==> src/rtl/delay_meter_pkg.sv <==
// Shared types for the delay edge meter: FSM state encoding, default counter width
// and the packed result record.
package delay_meter_pkg;

    localparam int DEFAULT_CNT_W = 11;

    typedef enum logic [1:0] {
        IDLE  = 2'd0,
        ARM   = 2'd1,
        COUNT = 2'd2,
        DONE  = 2'd3
    } state_e;

    // cnt is sized by the package default; the top keeps CNT_W at this value.
    typedef struct packed {
        logic                     timeout;
        logic [DEFAULT_CNT_W-1:0] cnt;
    } result_t;

endpackage

==> src/rtl/delay_edge_meter_edge_detect.sv <==
// Per-bit input register plus rising-edge pulse. The register clears on reset,
// so a line that is already high coming out of reset shows up as an edge.
module edge_detect #(
    parameter int W = 16
) (
    input  logic         clk,
    input  logic         rst,
    input  logic [W-1:0] d_i,
    output logic [W-1:0] rise_o
);

    logic [W-1:0] d_q;

    always_ff @(posedge clk or posedge rst) begin
        if (rst) begin
            d_q <= '0;
        end else begin
            d_q <= d_i;
        end
    end

    assign rise_o = d_i & ~d_q;

endmodule

==> src/rtl/delay_edge_meter.sv <==
// Measures the cycle distance between a ref rising edge and the matching delayed
// rising edge on one channel. Optional min/max statistics: DELAY_METER_MINMAX_EN.
module delay_edge_meter
    import delay_meter_pkg::*;
#(
    parameter int WIDTH   = 16,
    parameter int CH_W    = 4,
    parameter int CNT_W   = DEFAULT_CNT_W,
    parameter int TIMEOUT = 2047
) (
    input  logic             clk,
    input  logic             rst,
    input  logic             start,
    input  logic [CH_W-1:0]  ch_sel,
    input  logic [WIDTH-1:0] ref_in,
    input  logic [WIDTH-1:0] dly_in,
    output logic             busy,
    output logic             res_valid,
    input  logic             res_ready,
    output logic [CNT_W-1:0] res_cnt,
    output logic             res_timeout,
`ifdef DELAY_METER_MINMAX_EN
    input  logic             stats_clr,
    output logic [CNT_W-1:0] min_cnt,
    output logic [CNT_W-1:0] max_cnt,
`endif
    output logic [1:0]       dbg_state
);

    localparam logic [1:0] ST_IDLE  = IDLE;
    localparam logic [1:0] ST_ARM   = ARM;
    localparam logic [1:0] ST_COUNT = COUNT;
    localparam logic [1:0] ST_DONE  = DONE;

    localparam logic [CNT_W-1:0] TIMEOUT_C = CNT_W'(TIMEOUT);

    logic [1:0]       state_q, state_d;
    logic [CNT_W-1:0] cnt_q, cnt_d;
    logic [CH_W-1:0]  ch_q, ch_d;
    result_t          res_q, res_d;

    logic [WIDTH-1:0] ref_rise, dly_rise;
    logic             ref_e, dly_e;
    logic [CNT_W-1:0] cnt_inc;
    logic             handshake;

    edge_detect #(.W(WIDTH)) u_ref_edge (
        .clk    (clk),
        .rst    (rst),
        .d_i    (ref_in),
        .rise_o (ref_rise)
    );

    edge_detect #(.W(WIDTH)) u_dly_edge (
        .clk    (clk),
        .rst    (rst),
        .d_i    (dly_in),
        .rise_o (dly_rise)
    );

    assign ref_e   = ref_rise[ch_q];
    assign dly_e   = dly_rise[ch_q];
    assign cnt_inc = cnt_q + CNT_W'(1);

    // Result handshake: res_valid is high for the whole DONE state and res_cnt /
    // res_timeout are frozen there; a transfer happens on a clock edge where
    // res_valid & res_ready, after which the FSM is back in IDLE.
    assign handshake = res_valid & res_ready;

    always_comb begin
        state_d = state_q;
        cnt_d   = cnt_q;
        ch_d    = ch_q;
        res_d   = res_q;
        case (state_q)
            ST_IDLE: begin
                if (start) begin
                    ch_d  = ch_sel;
                    cnt_d = '0;
                    if (int'(ch_sel) >= WIDTH) begin
                        state_d = ST_DONE;
                        res_d   = '{timeout: 1'b1, cnt: '0};
                    end else begin
                        state_d = ST_ARM;
                    end
                end
            end
            ST_ARM: begin
                // A dly edge before any ref edge belongs to an older event and is ignored.
                if (ref_e && dly_e) begin
                    state_d = ST_DONE;
                    res_d   = '{timeout: 1'b0, cnt: '0};
                end else if (ref_e) begin
                    state_d = ST_COUNT;
                    cnt_d   = CNT_W'(1);
                end else if (cnt_inc == TIMEOUT_C) begin
                    state_d = ST_DONE;
                    res_d   = '{timeout: 1'b1, cnt: '0};
                end else begin
                    cnt_d = cnt_inc;
                end
            end
            ST_COUNT: begin
                if (dly_e) begin
                    state_d = ST_DONE;
                    res_d   = '{timeout: 1'b0, cnt: cnt_q};
                end else if (cnt_inc == TIMEOUT_C) begin
                    state_d = ST_DONE;
                    res_d   = '{timeout: 1'b1, cnt: TIMEOUT_C};
                end else begin
                    cnt_d = cnt_inc;
                end
            end
            ST_DONE: begin
                if (res_ready) begin
                    state_d = ST_IDLE;
                end
            end
            default: begin
                state_d = ST_IDLE;
            end
        endcase
    end

    always_ff @(posedge clk or posedge rst) begin
        if (rst) begin
            state_q <= ST_IDLE;
            cnt_q   <= '0;
            ch_q    <= '0;
            res_q   <= '0;
        end else begin
            state_q <= state_d;
            cnt_q   <= cnt_d;
            ch_q    <= ch_d;
            res_q   <= res_d;
        end
    end

    assign busy        = (state_q != ST_IDLE);
    assign res_valid   = (state_q == ST_DONE);
    assign res_cnt     = res_q.cnt;
    assign res_timeout = res_q.timeout;
    assign dbg_state   = state_q;

`ifdef DELAY_METER_MINMAX_EN
    logic [CNT_W-1:0] min_q, min_d;
    logic [CNT_W-1:0] max_q, max_d;

    // A clear in the same cycle as a handshake discards that result.
    always_comb begin
        min_d = min_q;
        max_d = max_q;
        if (stats_clr) begin
            min_d = '1;
            max_d = '0;
        end else if (handshake && !res_q.timeout) begin
            if (res_q.cnt < min_q) min_d = res_q.cnt;
            if (res_q.cnt > max_q) max_d = res_q.cnt;
        end
    end

    always_ff @(posedge clk or posedge rst) begin
        if (rst) begin
            min_q <= '1;
            max_q <= '0;
        end else begin
            min_q <= min_d;
            max_q <= max_d;
        end
    end

    assign min_cnt = min_q;
    assign max_cnt = max_q;
`else
    logic unused_handshake;
    assign unused_handshake = handshake;
`endif

endmodule
==> config.mk <==
export PLATFORM = sky130hd
export DESIGN_NAME = delay_edge_meter
export DESIGN_NICKNAME = d
export VERILOG_FILES = /design/src/rtl/delay_meter_pkg.sv /design/src/rtl/delay_edge_meter_edge_detect.sv /design/src/rtl/delay_edge_meter.sv
export SDC_FILE = /design/constraint.sdc
export NUM_CORES = 1
export LEC_CHECK = 0
export BUFFER_PORTS_ARGS = -buffer_cell sky130_fd_sc_hd__buf_2
export CORE_MARGIN = 5
export CORE_UTILIZATION = 50
export CTS_BUF_LIST = sky130_fd_sc_hd__clkbuf_4 sky130_fd_sc_hd__clkbuf_8 sky130_fd_sc_hd__clkbuf_16
export CTS_CLUSTER_SIZE = 10
export DETAILED_ROUTE_END_ITERATION = 7
export PLACE_DENSITY = 0.78
export SETUP_SLACK_MARGIN = 0.1
export SYNTH_ARGS = -nofsm -noshare
export SYNTH_HDL_FRONTEND = slang
export SYNTH_HIERARCHICAL = 1
export SYNTH_SLANG_ARGS = --single-unit
export TNS_END_PERCENT = 5
==> constraint.sdc <==
create_clock -name clk -period 6.8 [get_ports clk]
set_clock_uncertainty 0.1 [all_clocks]
set_input_delay 0.34 -clock clk [delete_from_list [all_inputs] [get_ports clk]]
set_output_delay 0.34 -clock clk [all_outputs]
set_load 0.1 [all_outputs]
After elaboration in Yosys (flattened, before gate mapping) --
Cells that the tools add are included.
Word-level totals: output and inout port bits 16, bits in registers 61, input bits 40, word-level logic and storage cells 56
Cells by class: reduce and logical (&&, ||, !) cells 9, equality and inequality tests 11, add/subtract/negate cells 1, bitwise gates (word level) 4, multiplexer cells 23, magnitude comparators 1
Operator list (count):
- 2-to-1 mux 12 bit | 5
- 2-to-1 mux 11 bit | 5
- one-hot mux 11 bit (3 select lines) | 1
- AND 16 bit | 2
- inverter 16 bit | 2
- one-hot mux 12 bit (2 select lines) | 1
- 2-to-1 mux 2 bit | 6
- adder 11 x 1 -> 11 bit, second input constant | 1
- == test 11 bit, second input constant | 1
- != test 3 bit, second input constant | 3
- binary-select mux 1 bit (select 4 bit) | 2
- one-hot mux 2 bit (4 select lines) | 1
- AND reduction 4 bit | 2
- != test 2 bit, second input constant | 3
- less-than comparator 4 x 5 -> 1 bit, second input constant | 1
- == test 2 bit, second input constant | 2
- AND reduction 2 bit | 2
- nonzero test 2 bit | 2
- nonzero test 3 bit | 1
- == test 2 x 1 -> 1 bit, second input constant | 1
- logical NOT 2 bit | 1
- 2-to-1 mux 1 bit | 2
- != test 2 x 1 -> 1 bit, second input constant | 1
- logical AND 1 bit | 1

Depth between registers and ports, before layout --
Gate-level depths: netlist of run 1.
word-level depth 7, gate-level depth with buffers 9, depth with buffers taken out 8

Cells and area by module --
The synthesis of run 1 kept the hierarchy.
Modules (own cells, without submodules):
- delay_edge_meter | area an instance 2174.6 µm², cells each 229, instances 1, seq. area each 725.7 µm²
- edge_detect | area an instance 624.3 µm², cells each 33, instances 2, seq. area each 400.4 µm²

Worst setup path before layout of run 1 --
Ideal clock, no wire load.
path kind register -> register, start register state_q[0] (netlist: dbg_state[0]), end register cnt_q[6], stages on the path, launching flop included 8, buffers on the path 0, slack 3.685 ns, data required time 6.568 ns, setup time 0.132 ns, data arrival time 2.883 ns, period minus slack after synthesis 3.115 ns, cells stage by stage dfrtp_1 > inv_1 > ha_1 > nor3b_1 > a222oi_1 > o21ba_2 > o21ai_0 > o41ai_2
Between the ends: longest elaborated chain between the ends 3, elaborated cells on any way between the ends 9, those cells by class eq/ne (5); mux (1); reduce/logical (3)
RTL lines:
- from (decl) | RTL line delay_edge_meter.sv:37 | logic [1:0] state_q, state_d;
- from (signal assigned) | RTL line delay_edge_meter.sv:132 | state_q <= state_d;
- == test 2 x 1 -> 1 bit, or another cell as far along | RTL line delay_edge_meter.sv:75 | case (state_q)
- != test 2 bit (no source line) or nonzero test 3 bit (tied branches)
- AND reduction 4 bit (no source line)
- to (signal assigned) | RTL line delay_edge_meter.sv:133 | cnt_q <= cnt_d;
- to (decl) | RTL line delay_edge_meter.sv:38 | logic [CNT_W-1:0] cnt_q, cnt_d;
Parallel ways exist; a longest one is shown, timed or not. A chain may end at the register's enable or synchronous reset.

Worst setup path in the final report of run 1 --
start input dly_in[8], end register res_q (netlist bit res_cnt[4])
Between the ends: longest elaborated chain between the ends 6, elaborated cells on any way between the ends 11, those cells by class eq/ne (3); mux (5); bitwise (1); reduce/logical (2)
RTL lines:
- from (decl) | RTL line delay_edge_meter.sv:16 | input logic [WIDTH-1:0] dly_in,
- AND 16 bit * | RTL line delay_edge_meter_edge_detect.sv:22 | assign rise_o = d_i & ~d_q;
- net dly_rise[8] | RTL line delay_edge_meter.sv:42 | logic [WIDTH-1:0] ref_rise, dly_rise;
- binary-select mux 1 bit (select 4 bit) * | RTL line delay_edge_meter.sv:62 | assign dly_e = dly_rise[ch_q];
- 2-to-1 mux 1 bit (not written as such) * | RTL line delay_edge_meter.sv:62
- logical AND 1 bit | RTL line delay_edge_meter.sv:90 | if (ref_e && dly_e) begin
- != test 3 bit (no source line) or 2-to-1 mux 12 bit (tied branches)
- AND reduction 4 bit (no source line) or one-hot mux 12 bit (2 select lines) (tied branches)
- to (signal assigned) | RTL line delay_edge_meter.sv:135 | res_q <= res_d;
- to (decl) | RTL line delay_edge_meter.sv:40 | result_t res_q, res_d;
Mark *: on every way through the listed nets, which the timed path passes. The rest lies on a longest branch. The select of a mux whose other input is x is not followed.

==> results of run 1 <==
==> worst max-delay path: cells and delay by family <==
kind                   cells  cell delay (ns)
buffers and inverters      2             0.66
muxes                      3             1.02
AOI/OAI and AO/OA          1             0.28
and+or+nand+nor            3             0.96
==> kinds of logic (layout without fill, tap and decap cells) <==
| kind of cell | Yosys count | count (layout) | synth area share [%] |
|---|---|---|---|
| AOI/OAI and AO/OA | 63 | 63 | 13.7 |
| xor gates and xnor gates | 2 | 2 | 0.512 |
| adders and majority gates | 7 | 7 | 2.56 |
| buffers and inverters | 42 | 98 | 5.12 |
| DFF | 61 | 61 | 44.6 |
| muxes | 20 | 20 | 9.32 |
| and+or+nand+nor | 100 | 100 | 24.2 |
==> timing repair <==
item,CTS,global route
hold endpoints to repair,23,2
hold buffers,1,2
endpoints found under the setup margin,0,0
==> state kept, by name, summed over array words and instances (netlist names) <==
name and cells:
u_dly_edge/d_q 16, res_timeout 1, res_cnt 11, cnt_q 11
dbg_state 2, ch_q 4, u_ref_edge/d_q 16
==> cells in the mapped netlist (2+ instances only) <==
cell type and number:
mux2i_1 6, nor2_1 10, o21ai_0 14, and3_1 2, nor3_1 3, nand2_1 10, mux4_2 9, a21oi_1 5
clkbuf_1 14, nand2b_1 5, ha_1 7, mux2_2 5, nand3_1 7, inv_1 23, buf_6 2, o41ai_1 3
o21a_1 8, o31ai_1 16, o41ai_2 2, nor2b_4 32, dfrtp_1 61, nand4_1 13, nor2b_1 4, nor4_1 4
nand4b_1 3, o22a_1 2, buf_2 2
==> power by group <==
part	leakage [nW]	switching [mW]	total (mW)	internal (mW)
sequential	0.759	0.0808	0.502	0.421
clock	0.114	0.143	0.355	0.213
combinational	0.944	0.542	0.775	0.233
total	1.82	0.765	1.63	0.867
==> final timing paths <==
| path | slack (ns) | end | startpoint | cells after the start |
|---|---|---|---|---|
| min in group asynchronous | 0.53 | u_ref_edge/d_q[0]$_DFF_PP0_ | rst | 3 |
| setup / recovery | 3.68 | res_cnt[4]$_DFFE_PP0P_ | dly_in[8] | 9 |
| setup reg to reg | 3.69 | res_cnt[10]$_DFFE_PP0P_ | cnt_q[2]$_DFFE_PP0P_ | 6 |
| hold reg to reg | 0.43 | res_cnt[9]$_DFFE_PP0P_ | res_cnt[9]$_DFFE_PP0P_ | 2 |
| max in group asynchronous | 5.14 | res_cnt[2]$_DFFE_PP0P_ | rst | 3 |
| hold / removal | 0.01 | u_ref_edge/d_q[0]$_DFF_PP0_ | ref_in[0] | 1 |
==> through the flow <==
stage	instances	worst slack, ns	instance area (sq um)	hold slack [ns]	util (%)
after global routing	431	3.37	3960	0.00175	59.0
after CTS	429	3.76	3940	0.00476	58.7
final	431	3.68	3960	0.0141	59.0
after global placement	412	3.85	3720	0.349	55.3
after floorplan	295	3.68	3420	0.154	-
after detailed placement	412	3.79	3720	0.366	55.3
==> layout make-up <==
cell class,count,area [sq um]
clock buffer,11,139
tap,80,100
inverter,23,86.3
multi-input combinational,192,1720
clock inverter,5,75.1
timing repair buffer,59,313
fill,528,2760
sequential,61,1530
==> per-layer routing <==
layer,GRT usage [%],routed length (um)
met1,24.9,3250
met2,30.2,3680
met3,5.44,459
met4,7.94,166
met5,0,0
==> impl_metrics.csv, run 1 <==
group,metric,value,unit
clock_tree,htreeDepth,3,
grt,grt_pass1_vias,2560,
synth,synth_cells,295,
sta,period_share,46.0,%
routing,first_iter_violations,265,
grt,grt_overflow,0,
sta,rsz0062_at_grt,"false",
synth,synth-seq-cells,61,
sta,setup_viol,0,
power_and_ir_drop,ir_drop,0.000216,V
sta,worst_pin_slew,1.30,ns
floorplanning,fp.dieW,92.7,um
synth,syn_avg_cell_area,11.6,sq um
clock_tree,cts_num_sinks,61,
synth,synth_ff_type,"dfrtp_1",
clock_tree,clock_path_buffers,2,
critical_path,critPathRequiredTime,6.94,ns
cells_and_area,final_common_cell,"dfrtp_1",
critical_path,cp_max_fo,18,
cells_and_area,final_cell_mix,"dfrtp_1 (61), buf_2 (55), nor2b_4 (32)",
floorplanning,dieArea,8600,sq um
clock_tree,cts-root-buf,"clkbuf_8",
critical_path,cpMaxStageDelayCell,"dlygate4sd3_1",
job,drv_cap,0,
synth,ys_seq_area_share,44.6,%
sta,layout_min_cycle_time,3.12,ns
critical_path,startpoint_type,"input pin",
floorplanning,die_h,92.7,um
routing,drtAntennaViolNets,0,
clock_tree,insertion_delay,0.34,ns
place,hpwl,5340,um
place,place_congestion,0.840,
floorplanning,design.core.area,6720,sq um
clock_tree,post_cts_buffers,0,
sta,final-max-slew-violation-count,0,
cells_and_area,antenna_cells,0,
grt,grt_max_degree,30,
floorplanning,start_util,50.9,%
routing,vias_per_cell,5.88,
synth,ys_warn_count,6,
cells_and_area,syn2layout_area_growth,15.7,%
synth,synth_top_area_cell,"dfrtp_1",
critical_path,path_cells,"dlygate4sd3_1, buf_2, nor2b_4, mux4_2, mux2i_1, mux2_2, nand3_1, and2_1, o31ai_1",
power_and_ir_drop,p_leak,1.82,nW
cells_and_area,nNetsFinal,393,
routing,drc,0,
synth,synthArstFlopShare,100,%
routing,wirelength,7560,um
synth,synthesis.nets,342,
sta,hold_violations,0,
clock_tree,cts.clk_slew.worst_paths,0.07,ns
worst_hold_path,hp-class,"in2reg",
clock_tree,cts_buffers,9,
routing,vias,2536,
sta,max-slew-margin-rel,12.8,%
floorplanning,pin_count,56,
routing,first_pass_iters,5,
cells_and_area,drive_gt1_share,36.2,%
power_and_ir_drop,power_density,412,nW/um^2
status,status,"complete, no violations",
floorplanning,num_rows,30,
grt,grt_pass1_wl,12800,um
sta,fmax,320,MHz
synth,synth.area.top_cells,"dfrtp_1 (45%), nor2b_4 (13%), mux4_2 (5.9%)",
synth,syn_area,3420,sq um
place,port_buffers,55,
clock_tree,post_cts_resized,0,
routing,wire_per_inst,17.5,um
power_and_ir_drop,power,1.63,mW
critical_path,path_class,"in2reg",
grt,antenna_found_initial,0,
critical_path,worstPathArrival,3.26,ns
synth,synth_cell_types,50,
clock_tree,cts_tree,"done",
sta,finalSetupTns,0,ns
synth,synth_edf_count,0,
synth,synth_top_area_share,44.6,%
grt,grt_usage,19.1,%
critical_path,critPathMaxStageDelay,0.53,ns
critical_path,worstSetupEndpointType,"flip-flop",
No activity file was read; power rests on OpenSTA's default activity.
==> run 2, diff against run 1 <==
--- a/config.mk
+++ b/config.mk
@@ -5,13 +5,14 @@
 export SDC_FILE = /design/constraint.sdc
 export NUM_CORES = 1
 export LEC_CHECK = 0
+export ABC_AREA = 1
 export BUFFER_PORTS_ARGS = -buffer_cell sky130_fd_sc_hd__buf_2
 export CORE_MARGIN = 5
 export CORE_UTILIZATION = 50
 export CTS_BUF_LIST = sky130_fd_sc_hd__clkbuf_4 sky130_fd_sc_hd__clkbuf_8 sky130_fd_sc_hd__clkbuf_16
 export CTS_CLUSTER_SIZE = 10
 export DETAILED_ROUTE_END_ITERATION = 7
-export PLACE_DENSITY = 0.78
+export PLACE_DENSITY = 0.8
 export SETUP_SLACK_MARGIN = 0.1
 export SYNTH_ARGS = -nofsm -noshare
 export SYNTH_HDL_FRONTEND = slang
==> constraint.sdc (replaced) <==
create_clock -name clk -period 2.7 [get_ports clk]
set_clock_uncertainty 0.1 [all_clocks]
set_input_delay 0.135 -clock clk [delete_from_list [all_inputs] [get_ports clk]]
set_output_delay 0.135 -clock clk [all_outputs]
set_load 0.1 [all_outputs]
==> run 2 against run 1 <==
Hold slack better by 0.022 ns. Die area is 4.3% higher. Global-route usage is 1.8 points higher. Critical path depth is 5 higher. Count of clock-buffer cells in the layout is 1 lower. Critical path type is now reg2reg. Utilization is 6.7 points higher. Sequential share of layout area is 4.8 points lower. Combinational power grew to 3.3 times the previous value. Design area is 14% higher.
==> impl_metrics.csv, run 2 <==
group,metric,value,unit
status,status,"complete, no violations",
grt,grt_max_degree,30,
power_and_ir_drop,power_density,1060,nW/um^2
clock_tree,cts_tree,"done",
floorplanning,start_util,51.9,%
routing,wirelength,8770,um
critical_path,r2r_start,"cnt_q[1]$_DFFE_PP0P_",
synth,synth_ff_type,"dfrtp_1",
synth,synth_cells,502,
critical_path,r2r-end,"res_cnt[3]$_DFFE_PP0P_",
synth,syn_area,3590,sq um
floorplanning,die_h,94.7,um
clock_tree,cts.clk_slew.worst_paths,0.07,ns
routing,first_iter_violations,266,
synth,yosys-top-cells-count,"nand2_1 (155), inv_1 (97), dfrtp_1 (61)",
grt,grt_pass1_vias,3185,
cells_and_area,antenna_cells,0,
place,hpwl,6170,um
place,port_buffers,55,
synth,synthesis.nets,549,
critical_path,cp_max_fo,13,
job,drv_cap,0,
floorplanning,pin_count,56,
place,post_dp_cell_area,3930,sq um
critical_path,startpoint_type,"flip-flop",
critical_path,worstSetupStartpoint,"cnt_q[1]$_DFFE_PP0P_",
synth,syn_avg_cell_area,7.15,sq um
synth,synth.area.top_cells,"dfrtp_1 (43%), nand2_1 (16%), inv_1 (10%)",
sta,finalSetupTns,0,ns
critical_path,worstSetupEndpointType,"flip-flop",
routing,vias_per_cell,4.91,
synth,ys_warn_count,6,
clock_tree,post_cts_buffers,0,
cells_and_area,drive_gt1_share,23.3,%
power_and_ir_drop,seqPwrFrac,26.8,%
clock_tree,cts_buffers,9,
worst_hold_path,hp-class,"in2reg",
worst_hold_path,holdPathStages,4,
grt,grt_pass1_wl,14700,um
grt,antenna_found_initial,0,
floorplanning,dieArea,8970,sq um
critical_path,r2r_setup_slack,0.34,ns
synth,synth_top_area_cell,"dfrtp_1",
routing,drc,0,
grt,grt_usage,20.9,%
cells_and_area,n_fill_cell,600,
cells_and_area,final_cell_mix,"nand2_1 (155), inv_1 (96), dfrtp_1 (59)",
floorplanning,fp.dieW,94.7,um
synth,synth_most_common_cell,"nand2_1",
sta,setup_viol,0,
cells_and_area,reg.largest.list,"u_dly_edge/d_q: 16 flops, u_ref_edge/d_q: 16 flops",
critical_path,worstPathArrival,2.49,ns
cells_and_area,final-instance-count-excl-fill,697,
synth,synth_cell_types,24,
critical_path,cpMaxStageDelayCell,"dfrtp_1",
cells_and_area,fin_area,4530,sq um
clock_tree,cts-root-buf,"clkbuf_8",
synth,synthArstFlopShare,100,%
sta,whs,0.0365,ns
critical_path,rr_worst_depth,14,
power_and_ir_drop,power.switching,2.50,mW
power_and_ir_drop,comb_power_share,53.5,%
sta,layout_min_cycle_time,2.36,ns
sta,max-slew-margin-rel,59.6,%
synth,synth_edf_count,0,
sta,fmax,424,MHz
synth,synth-seq-cells,61,
sta,hold_violations,0,
worst_hold_path,hold_start,"res_ready",
sta,rsz0062_at_grt,"false",
synth,ys_seq_area_share,42.6,%
place,place_congestion,0.928,
routing,first_pass_iters,5,
critical_path,path_cells,"ha_2, nand2_1, nor2_2, nand2_1, nand2_1, nand2_1, nor2_1, nand3_2, nor2_4, nor2_2, nor2_4, nand2_2, nand2_1, nand2_1",
floorplanning,num_rows,30,
critical_path,path_class,"reg2reg",
critical_path,critPathRequiredTime,2.83,ns
power_and_ir_drop,clkPwrFrac,19.7,%
place,placed_cells,644,
floorplanning,design.core.area,6910,sq um
routing,wire_per_inst,12.6,um
cells_and_area,nNetsFinal,643,
critical_path,crit_top_cell,"nand2_1",
routing,drtAntennaViolNets,0,
critical_path,critPathMaxStageDelay,0.43,ns
cells_and_area,syn2layout_area_growth,26.3,%
power_and_ir_drop,p_leak,2.48,nW
power_and_ir_drop,swShare,52.2,%
sta,period_share,87.3,%
power_and_ir_drop,ir_drop,0.00103,V
sta,worst_pin_slew,0.605,ns
clock_tree,clock_path_buffers,2,
power_and_ir_drop,power,4.79,mW
clock_tree,insertion_delay,0.35,ns
sta,final-max-slew-violation-count,0,
routing,vias,3422,
synth,synth_top_area_share,42.6,%
power_and_ir_drop,p_int,2.29,mW
grt,grt_overflow,0,
cells_and_area,final_common_cell,"nand2_1",
clock_tree,htreeDepth,3,
clock_tree,cts_num_sinks,61,
worst_hold_path,min_to,"dbg_state[1]$_DFFE_PP0P_",
## run 2: cell type report
type / instances / area [sq um] / share of cell area [%]
flip-flops and latches: 61 / 1530 / 33.7
clock inverters: 6 / 93.8 / 2.07
multi-input cells: 326 / 1590 / 35.1
well taps: 96 / 120 / 2.65
repair buffers: 95 / 668 / 14.7
inverters: 103 / 393 / 8.67
clock buffers: 10 / 138 / 3.04
## run 2: worst max path at each step
stage                                    endpoint  slack, ns  cells after the start
after CTS                  res_cnt[6]$_DFFE_PP0P_       0.33                     14
after global placement    res_cnt[10]$_DFFE_PP0P_       0.43                     14
after global routing       res_cnt[8]$_DFFE_PP0P_       0.11                     14
after detailed placement   res_cnt[3]$_DFFE_PP0P_       0.35                     14
after floorplan              cnt_q[1]$_DFFE_PP0P_       0.11                     10
final                      res_cnt[3]$_DFFE_PP0P_       0.34                     14
## run 2: per-stage QoR
stage,worst slack (ns),util (%)
after detailed placement,0.348,56.9
final,0.343,65.6
after floorplan,0.112,-
after global placement,0.426,56.9
after CTS,0.325,65.6
after global routing,0.109,65.6
## run 2: logic make-up (layout without fill, tap and decap cells)
| family | count (synthesis) | count (layout) | share of synthesized area [%] |
|---|---|---|---|
| fa+ha+maj | 7 | 7 | 2.44 |
| flops | 61 | 61 | 42.6 |
| simple gates | 293 | 293 | 38.0 |
| compound gates | 26 | 26 | 3.84 |
| buf+inv | 115 | 214 | 13.2 |
## run 2: power by group through the flow
stage	clock network, mW	logic (mW)	registers [mW]
6_report	0.943	2.56	1.28
5_1_grt	1.00	2.82	1.31
4_1_cts	0.954	2.55	1.28
3_5_place_dp	0	2.49	1.29
3_3_place_gp	0	2.45	1.29
2_1_floorplan	0	1.59	1.76
## run 2: critical path, delay by kind of cell (launching register included)
family	cells	cell delay, ns
simple gates	13	1.45
flops	1	0.43
fa+ha+maj	1	0.26
## run 2: routing by layer
layer / vias to the layer above / wire length, um / track usage (%) / part of all wire (%)
met5: - / 0 / 0 / 0
met4: 0 / 173 / 7.09 / 2.0
met1: 1580 / 3930 / 28.3 / 45
met2: 127 / 4180 / 33.8 / 48
met3: 22 / 486 / 3.67 / 5.5
li1: 1693 / - / - / -
## run 2: repair_timing
item                                    CTS  global route
gates resized for setup                   0             1
hold endpoints to repair                 97             0
endpoints found under the setup margin    0             3
hold buffers                             37             0
==> run 3, diff against run 2 <==
--- a/config.mk
+++ b/config.mk
@@ -12,7 +12,7 @@
 export CTS_BUF_LIST = sky130_fd_sc_hd__clkbuf_4 sky130_fd_sc_hd__clkbuf_8 sky130_fd_sc_hd__clkbuf_16
 export CTS_CLUSTER_SIZE = 10
 export DETAILED_ROUTE_END_ITERATION = 7
-export PLACE_DENSITY = 0.8
+export PLACE_DENSITY = 0.78
 export SETUP_SLACK_MARGIN = 0.1
 export SYNTH_ARGS = -nofsm -noshare
 export SYNTH_HDL_FRONTEND = slang
==> constraint.sdc (replaced) <==
create_clock -name clk -period 2.75 [get_ports clk]
set_clock_uncertainty 0.1 [all_clocks]
set_input_delay 0.1375 -clock clk [delete_from_list [all_inputs] [get_ports clk]]
set_output_delay 0.1375 -clock clk [all_outputs]
set_load 0.1 [all_outputs]
==> run 3 against run 2 <==
Cell count rose by 0.57%. Critical path depth did not move. Count of clock-buffer cells in the layout unchanged. Via count is 0.96% higher. Maximum frequency fell by 1.7%. Die area unchanged. Sequential share of layout area fell by 0.17 points.
==> impl_metrics.csv, run 3 (synthesis gave the netlist of run 2 again) <==
group,metric,value,unit
status,status,"complete, no violations",
critical_path,startpoint_type,"flip-flop",
clock_tree,cts_tree,"done",
place,place_congestion,0.822,
worst_hold_path,hp-class,"in2reg",
critical_path,worstSetupEndpointType,"flip-flop",
power_and_ir_drop,power.switching,2.42,mW
sta,fmax,417,MHz
routing,drtAntennaViolNets,0,
cells_and_area,final_cell_mix,"nand2_1 (155), inv_1 (96), dfrtp_1 (59)",
clock_tree,cts_buffers,9,
cells_and_area,syn2layout_area_growth,27.0,%
critical_path,crit_top_cell,"nand2_1",
cells_and_area,fin_area,4550,sq um
power_and_ir_drop,p_int,2.28,mW
routing,top_layer_used,"met4",
critical_path,r2r_start,"cnt_q[0]$_DFFE_PP0P_",
routing,wl_met1,3880,um
sta,final-max-slew-violation-count,0,
sta,finalSetupTns,0,ns
sta,period_share,87.2,%
routing,wirelength,8730,um
power_and_ir_drop,seqPwrFrac,26.3,%
power_and_ir_drop,power,4.70,mW
critical_path,cpMaxStageDelayCell,"dfrtp_1",
critical_path,path_cells,"ha_2, nand3_2, nor2_4, nand2_1, nand2_1, nand2_1, nor2_1, nand3_1, nand2_1, nand2_1, nand2_2, nand2_2, nand2_1, nand2_1",
worst_hold_path,hold_start,"res_ready",
floorplanning,design.core.area,6910,sq um
power_and_ir_drop,swShare,51.4,%
grt,grt_max_degree,30,
clock_tree,cts.clk_slew.worst_paths,0.08,ns
critical_path,path_class,"reg2reg",
grt,grt_usage,21.5,%
power_and_ir_drop,comb_power_share,54.4,%
routing,first_iter_violations,222,
floorplanning,dieArea,8970,sq um
power_and_ir_drop,power_density,1030,nW/um^2
clock_tree,cts-root-buf,"clkbuf_8",
sta,max-slew-margin-rel,59.4,%
clock_tree,cts_num_sinks,61,
cells_and_area,antenna_cells,0,
sta,layout_min_cycle_time,2.40,ns
floorplanning,fp.dieW,94.7,um
routing,drc,0,
place,placed_cells,645,
critical_path,critPathMaxStageDelay,0.44,ns
floorplanning,num_rows,30,
critical_path,cp_max_fo,13,
clock_tree,htreeDepth,3,
sta,whs,0.0589,ns
place,post_dp_cell_area,3940,sq um
critical_path,r2r_setup_slack,0.35,ns
sta,hold_violations,0,
place,hpwl,6040,um
job,drv_cap,0,
routing,vias_per_cell,4.93,
worst_hold_path,min_to,"dbg_state[1]$_DFFE_PP0P_",
cells_and_area,nNetsFinal,647,
critical_path,critPathBufInv,0,
critical_path,r2r-end,"res_cnt[7]$_DFFE_PP0P_",
power_and_ir_drop,clkPwrFrac,19.2,%
routing,routed-wl-met2,4060,um
cells_and_area,drive_gt1_share,23.8,%
routing,wl_met3,598,um
sta,worst_pin_slew,0.608,ns
power_and_ir_drop,ir_drop,0.000827,V
power_and_ir_drop,p_leak,2.50,nW
critical_path,critPathRequiredTime,2.87,ns
critical_path,path_delay_family,"simple AND/OR/NAND/NOR gates",
grt,grt_pass1_wl,15200,um
grt,antenna_found_initial,0,
routing,vias,3455,
critical_path,worstPathArrival,2.51,ns
floorplanning,pin_count,56,
floorplanning,start_util,51.9,%
sta,rsz0062_at_grt,"true",
sta,setup_viol,0,
floorplanning,die_h,94.7,um
critical_path,rr_worst_depth,14,
grt,grt_pass1_vias,3442,
place,port_buffers,55,
cells_and_area,reg.largest.list,"u_dly_edge/d_q: 16 flops, u_ref_edge/d_q: 16 flops",
routing,wire_per_inst,12.4,um
worst_hold_path,holdPathStages,4,
clock_tree,insertion_delay,0.34,ns
cells_and_area,final-instance-count-excl-fill,701,
routing,first_pass_iters,5,
cells_and_area,final_common_cell,"nand2_1",
clock_tree,clock_path_buffers,2,
grt,grt_overflow,0,
-- run 3: worst max-delay path by stage --
| stage | startpoint | to | slack [ns] | depth (start not counted) |
|---|---|---|---|---|
| 3_5_place_dp | cnt_q[0]$_DFFE_PP0P_ | res_cnt[3]$_DFFE_PP0P_ | 0.38 | 14 |
| 3_3_place_gp | cnt_q[0]$_DFFE_PP0P_ | res_cnt[2]$_DFFE_PP0P_ | 0.49 | 14 |
| 2_1_floorplan | dbg_state[0]$_DFFE_PP0P_ | cnt_q[1]$_DFFE_PP0P_ | 0.16 | 10 |
| 6_report | cnt_q[0]$_DFFE_PP0P_ | res_cnt[7]$_DFFE_PP0P_ | 0.35 | 14 |
| 4_1_cts | cnt_q[0]$_DFFE_PP0P_ | res_cnt[7]$_DFFE_PP0P_ | 0.34 | 14 |
| 5_1_grt | dbg_state[0]$_DFFE_PP0P_ | cnt_q[8]$_DFFE_PP0P_ | 0.08 | 10 |
-- run 3: worst reg2reg max path, stage by stage (launching register included) --
cell and delay (ns):
dfrtp_1 0.44, ha_2 0.27, nand3_2 0.12, nor2_4 0.17
nand2_1 0.09, nand2_1 0.06, nand2_1 0.08, nor2_1 0.13
nand3_1 0.13, nand2_1 0.08, nand2_1 0.06, nand2_2 0.18
nand2_2 0.20, nand2_1 0.11, nand2_1 0.06
-- run 3: cell type report --
class / instances / area (sq um)
clock buffer: 10 / 138
clock inverter: 6 / 86.3
fill: 594 / 2350
inverter: 103 / 393
multi-input combinational: 326 / 1590
sequential: 61 / 1530
tap: 96 / 120
timing repair buffer: 99 / 698
-- run 3: per-stage QoR --
| stage | setup slack (ns) | utilization [%] |
|---|---|---|
| 6_report | 0.351 | 65.9 |
| 3_5_place_dp | 0.381 | 57.0 |
| 2_1_floorplan | 0.162 | - |
| 3_3_place_gp | 0.492 | 57.0 |
| 4_1_cts | 0.336 | 65.6 |
| 5_1_grt | 0.0783 | 65.9 |
-- run 3: what timing repair did --
action                     CTS  global route
setup endpoints to repair    0            14
resized for setup            0             1
hold endpoints to repair    97             0
setup buffers                0             3
hold buffers                37             0
-- run 3: per-layer routing --
layer	up-vias	GRT usage (%)
met5	-	0
met4	0	8.05
met3	21	4.30
met2	137	35.7
met1	1595	27.5
li1	1702	-
-- run 3: power by group through the flow --
stage	clock (mW)	sequential, mW	combinational [mW]
6_report	0.903	1.24	2.56
5_1_grt	0.956	1.26	2.84
4_1_cts	0.918	1.24	2.50
3_5_place_dp	0	1.25	2.44
3_3_place_gp	0	1.25	2.41
2_1_floorplan	0	1.72	1.56
